==> config.mk <==
export PLATFORM = sky130hd
export DESIGN_NAME = dmem32_lsu
export DESIGN_NICKNAME = d
export VERILOG_FILES = /design/src/rtl/dmem32_lsu.sv
export SDC_FILE = /design/constraint.sdc
export NUM_CORES = 1
export LEC_CHECK = 0
export CAP_MARGIN = 30
export CORE_MARGIN = 2
export CORE_UTILIZATION = 41
export DETAILED_ROUTE_END_ITERATION = 8
export MAX_ROUTING_LAYER = met4
export PLACE_DENSITY_LB_ADDON = 0.2
export RECOVER_POWER = 50
export SYNTH_ARGS = -nofsm -noshare
export SYNTH_HDL_FRONTEND = slang
export SYNTH_SLANG_ARGS = --single-unit
==> constraint.sdc <==
create_clock -name clk -period 2.5 [get_ports clk]
set_clock_uncertainty 0.2 [all_clocks]
set_input_delay 0.5 -clock clk [delete_from_list [all_inputs] [get_ports clk]]
set_output_delay 0.5 -clock clk [all_outputs]
set_load 0.05 [all_outputs]
==> src/rtl/dmem32_lsu.sv <==
// Load/store unit in front of a 32-bit word-addressed data RAM.
// It accepts one RV32I load or store at a time. It drives the word
// address, the byte-lane mask and the lane-replicated write data. For
// loads it extracts the addressed lane from the registered read word and
// sign- or zero-extends it. Each result goes out on a valid/ready response
// channel, together with the misalignment and fault flags.
module dmem32_lsu #(
   parameter int DEPTH = 64
) (
   input  logic        clk,
   input  logic        resetn,
   input  logic        req_valid,
   output logic        req_ready,
   input  logic        req_we,
   input  logic [2:0]  req_funct3,
   input  logic [31:0] req_addr,
   input  logic [31:0] req_wdata,
   output logic        resp_valid,
   input  logic        resp_ready,
   output logic [31:0] resp_rdata,
   output logic        resp_misaligned,
   output logic        resp_fault,
   output logic [29:0] mem_addr,
   output logic [3:0]  mem_wmask,
   output logic [31:0] mem_wdata,
   input  logic [31:0] mem_rdata
);

   typedef enum logic [1:0] {IDLE, LOAD_WAIT, RESP} state_t;

   localparam logic [29:0] DEPTH_W = 30'(DEPTH);

   state_t      state, state_next;
   logic [31:0] cap_addr;
   logic [2:0]  cap_funct3;

   logic        legal, misaligned, out_of_range, bad, accept;
   logic [3:0]  lane_mask;
   logic [7:0]  byte_sel;
   logic [15:0] half_sel;
   logic [31:0] load_ext;

   // Decode the incoming request: funct3 legality, alignment, range, lane mask.
   always_comb begin
      // NOTE: every output of a combinational block gets a default first so no latch is inferred.
      legal        = 1'b0;
      lane_mask    = 4'b1111;
      if (req_we)
         legal = (req_funct3 == 3'b000) || (req_funct3 == 3'b001) || (req_funct3 == 3'b010);
      else
         legal = (req_funct3 == 3'b000) || (req_funct3 == 3'b001) || (req_funct3 == 3'b010) ||
                 (req_funct3 == 3'b100) || (req_funct3 == 3'b101);
      // A reserved code has no defined width, so it is never called misaligned.
      misaligned   = legal && (((req_funct3[1:0] == 2'b01) && req_addr[0]) ||
                               ((req_funct3[1:0] == 2'b10) && (req_addr[1:0] != 2'b00)));
      out_of_range = (req_addr[31:2] >= DEPTH_W);
      bad          = misaligned || !legal || out_of_range;
      case (req_funct3[1:0])
         2'b00:   lane_mask = 4'b0001 << req_addr[1:0];
         2'b01:   lane_mask = 4'b0011 << req_addr[1:0];
         default: lane_mask = 4'b1111;
      endcase
   end

   // Pick the addressed lane of the RAM word and extend it for the captured load type.
   always_comb begin
      byte_sel = mem_rdata[8*cap_addr[1:0] +: 8];
      half_sel = cap_addr[1] ? mem_rdata[31:16] : mem_rdata[15:0];
      case (cap_funct3)
         3'b000:  load_ext = {{24{byte_sel[7]}}, byte_sel};
         3'b100:  load_ext = {24'h0, byte_sel};
         3'b001:  load_ext = {{16{half_sel[15]}}, half_sel};
         3'b101:  load_ext = {16'h0, half_sel};
         default: load_ext = mem_rdata;
      endcase
   end

   // State register.
   always_ff @(posedge clk or negedge resetn) begin
      // NOTE: sequential state uses non-blocking assignments so every flop samples pre-edge values.
      if (!resetn) state <= IDLE;
      else         state <= state_next;
   end

   // Next-state logic, the handshake outputs and the RAM-side drive.
   always_comb begin
      state_next = state;
      req_ready  = 1'b0;
      resp_valid = 1'b0;
      mem_wmask  = 4'b0000;
      mem_addr   = cap_addr[31:2];
      mem_wdata  = req_wdata;
      accept     = 1'b0;
      case (state)
         IDLE: begin
            req_ready = 1'b1;
            mem_addr  = req_addr[31:2];
            accept    = req_valid;
            // NOTE: the mask is gated by resetn directly so a held reset can never write the unreset RAM.
            if (req_valid && req_we && !bad && resetn) mem_wmask = lane_mask;
            if (req_valid) state_next = (req_we || bad) ? RESP : LOAD_WAIT;
         end
         LOAD_WAIT: state_next = RESP;
         RESP: begin
            resp_valid = 1'b1;
            if (resp_ready) state_next = IDLE;
         end
         default: state_next = IDLE;
      endcase
      case (req_funct3[1:0])
         2'b00:   mem_wdata = {4{req_wdata[7:0]}};
         2'b01:   mem_wdata = {2{req_wdata[15:0]}};
         default: mem_wdata = req_wdata;
      endcase
   end

   // Capture request fields at accept, and register the extended load result one cycle later.
   always_ff @(posedge clk or negedge resetn) begin
      if (!resetn) begin
         cap_addr        <= 32'h0;
         cap_funct3      <= 3'b000;
         resp_rdata      <= 32'h0;
         resp_misaligned <= 1'b0;
         resp_fault      <= 1'b0;
      end else if (accept) begin
         cap_addr        <= req_addr;
         cap_funct3      <= req_funct3;
         resp_rdata      <= 32'h0;
         resp_misaligned <= misaligned;
         resp_fault      <= !legal || out_of_range;
      end else if (state == LOAD_WAIT) begin
         resp_rdata      <= load_ext;
      end
   end

endmodule

==> out/metrics.csv <==
metric;value;unit
antenna-violating nets left;0;
drt total wl;13.7;mm
Hold Path Depth;2;
number of flops mapped to enable cells by yosys;0;
clock sinks;71;
Slew Limit Fails;72;
Row Count;36;
total gr overflow;0;
drt via density;5.41;
Yosys warnings;0;
final worst-path cycle share;1.08;
clock buffer depth;2;
maxcap violations;1;
worst slew pin tran;1.74;ns
gpl congestion;0.915;
initial antenna violation count;1;
Global Route Usage Sum;0.254;
biggest area consumer among synthesized cells;dfrtp_1;
Slew headroom;-0.158;
final hold viol count;0;
WHS;0.220;ns
run status;complete, but fails checks;
RSZ-0062 raised after global routing;yes;
Post-Syn Nets;478;
Synth Area in Compound Gates;0.164;
Worst-path clk slew;0.07;ns
M3 GR Usage;0.0530;
CP Data Required Time;1.80;ns
Netlist Area Pre-Place;4180;um2
min-delay worst type;primary input to flop;
critical path arrival;2.00;ns
Peak supply drop;0.000489;V
Starting Density;0.425;
startpoint types;flop;
global route hottest layer;met2;
DRC errors left;0;
Final Power;4.32;mW
static leakage;3.11;nW
final core utilization;0.736;
vias in the first global route;4274;
min Tclk post-route;2.70;ns
Cells after Synth;374;
I/O Pins;206;
Multi-input gate area;2350;um2
largest net degree at the start of global routing;72;
Synth Area in Adders;0;
Seq/Total Area, Yosys;0.426;
Initial DRC Count;153;
Setup CP Type;flop to primary output;
nets;711;
area share of the leading cell type in the synthesized netlist;0.426;
Post-DP HPWL;10.1;mm
layout cells sized above 1;0.435;
first-pass GRT wire length;21.7;mm
Seq. cell area;1780;um2
Crit Path Max Fanout;6;
failing checks;capacitance limit, slew limit, setup timing;
die extent in y;105;um
Detailed Routing Iterations Pass 1;4;
Synth-to-Final Area Change;73.0;%
FF-to-FF path depth;4;
DR WL/cell;18.3;um
port bufs;205;
nature of the critical path endpoint;primary output;
Mean Syn Cell Area;11.2;um2
Max Clock Freq;371;MHz
post-synthesis mux area share;0.256;
largest cells by area after synthesis;dfrtp_1, mux2_2, a221o_1;
Die ar.;11000;um2
final setup margin;-0.197;ns
CTS tree;done;
XOR/XNOR Fraction of Synth Area;0.00420;
async set-reset flop share out of synthesis;1.00;
Final Setup Violations;20;
total number of vias;4032;
FILL cells;752;
synth unique cells;51;
Top FF cell, synth;dfrtp_1;
CTS buffer count;9;
met1 GRT Util;0.291;
largest family of logic cells by synthesized area;multiplexers;
Synth Register Bits;71;
clk root buf;clkbuf_8;
Power Density;599;nW/um2
Die W;105;um
core box area;9820;um2
H-tree depth;3;
post-synthesis simple-gate area fraction;0.0995;
M2 GR Usage;0.443;
worst skew pair latency;0.35;ns
setup_tns;-1.36;ns
-- layout make-up --
type / count / share of cell area
Timing Repair Buffer: 257 / 0.374
Tap cell: 133 / 0.0230
Multi-Input combinational cell: 263 / 0.325
Antenna cell: 1 / 0.000346
Clock inverter: 6 / 0.0120
Sequential cell: 71 / 0.246
Inverter: 5 / 0.00260
Clock buffer: 9 / 0.0171
-- per-layer routing --
layer  part of all wire  wire length [um]
met3              0.061               839
met4              0.019               261
met2               0.53              7270
met1               0.39              5280
met5                  0                 0
-- logic make-up after synthesis --
kind of cell,count (synthesis)
AOI/OAI and AO/OA,90
xor gates and xnor gates,2
buffers and inverters,40
DFF,71
muxes,93
and+or+nand+nor,78
-- power breakdown --
group	leakage, nW	total, mW	internal (mW)	switching (mW)
sequential	0.905	1.38	1.28	0.0993
clock	0.105	1.01	0.555	0.455
combinational	2.10	1.94	0.882	1.05
total	3.11	4.32	2.72	1.61
-- placed cells by master (no fill, tap or decap), types with 6 or more instances in the layout --
cell / instances
mux2i_1: 9
mux2_4: 10
dlygate4sd2_1: 13
o311ai_1: 6
buf_6: 27
dfrtp_1: 71
clkdlybuf4s50_1: 101
a221o_1: 16
clkbuf_2: 10
nor4_2: 6
clkbuf_8: 9
o21ai_2: 8
nor2_1: 12
o21ai_0: 20
o31ai_1: 6
a2111oi_0: 6
nor2b_1: 10
buf_12: 28
mux2_2: 71
a211oi_1: 8
buf_4: 59
nand2_1: 24
buf_8: 7
-- state kept, by name (all words and copies together), names as in the netlist --
register / flops
resp_fault: 1
cap_addr: 32
resp_misaligned: 1
state: 2
cap_funct3: 3
resp_rdata: 32
-- stage by stage --
step | std cells | instance area [um2] | setup slack (ns)
floorplan | 374 | 4200 | -0.100
detailed placement | 724 | 6760 | -0.637
global route | 745 | 7220 | -0.289
CTS | 742 | 7190 | -0.200
finish | 745 | 7220 | -0.197
global placement | 724 | 6760 | -0.596
-- Yosys cell counts (all sizes together) (2+ instances only) --
| cell | instances |
|---|---|
| o311ai | 6 |
| a2111oi | 7 |
| and2 | 2 |
| mux2i | 10 |
| nand2b | 4 |
| mux2 | 81 |
| clkbuf | 9 |
| dfrtp | 71 |
| o31ai | 6 |
| a211oi | 8 |
| and3 | 2 |
| inv | 5 |
| nand3b | 2 |
| mux4 | 2 |
| nand2 | 25 |
| o21ai | 29 |
| nor4 | 8 |
| buf | 26 |
| a221o | 16 |
| nor2b | 10 |
| a21oi | 5 |
| o2111a | 3 |
| a22oi | 3 |
| nor2 | 17 |
-- critical path, cell delays in order (launching register included) --
cell and delay, ns:
dfrtp_1 0.41, nor3b_4 0.25, o21ai_2 0.12, a2111oi_4 0.32
buf_4 0.19, o2111a_1 0.23, buf_12 0.15
-- worst paths after layout --
kind	start	to	slack (ns)
min reg2reg	resp_rdata[3]$_DFFE_PN0P_	resp_rdata[3]$_DFFE_PN0P_	0.28
min in group asynchronous	resetn	resp_rdata[27]$_DFFE_PN0P_	0.53
max reg2reg	state[1]$_DFFE_PN0P_	resp_rdata[28]$_DFFE_PN0P_	0.37
max	state[1]$_DFFE_PN0P_	mem_wmask[3]	-0.20
max in group asynchronous	resetn	cap_addr[14]$_DFFE_PN0P_	0.55
min	req_addr[10]	cap_addr[10]$_DFFE_PN0P_	0.22
-- timing repair --
item	in CTS	in global routing
hold buffers	0	0
setup endpoints to repair	58	39
cloned	2	0
resized for setup	115	35
setup buffers	2	3
pin swaps	12	8
Note: power is estimated with default switching activity, not from simulation.
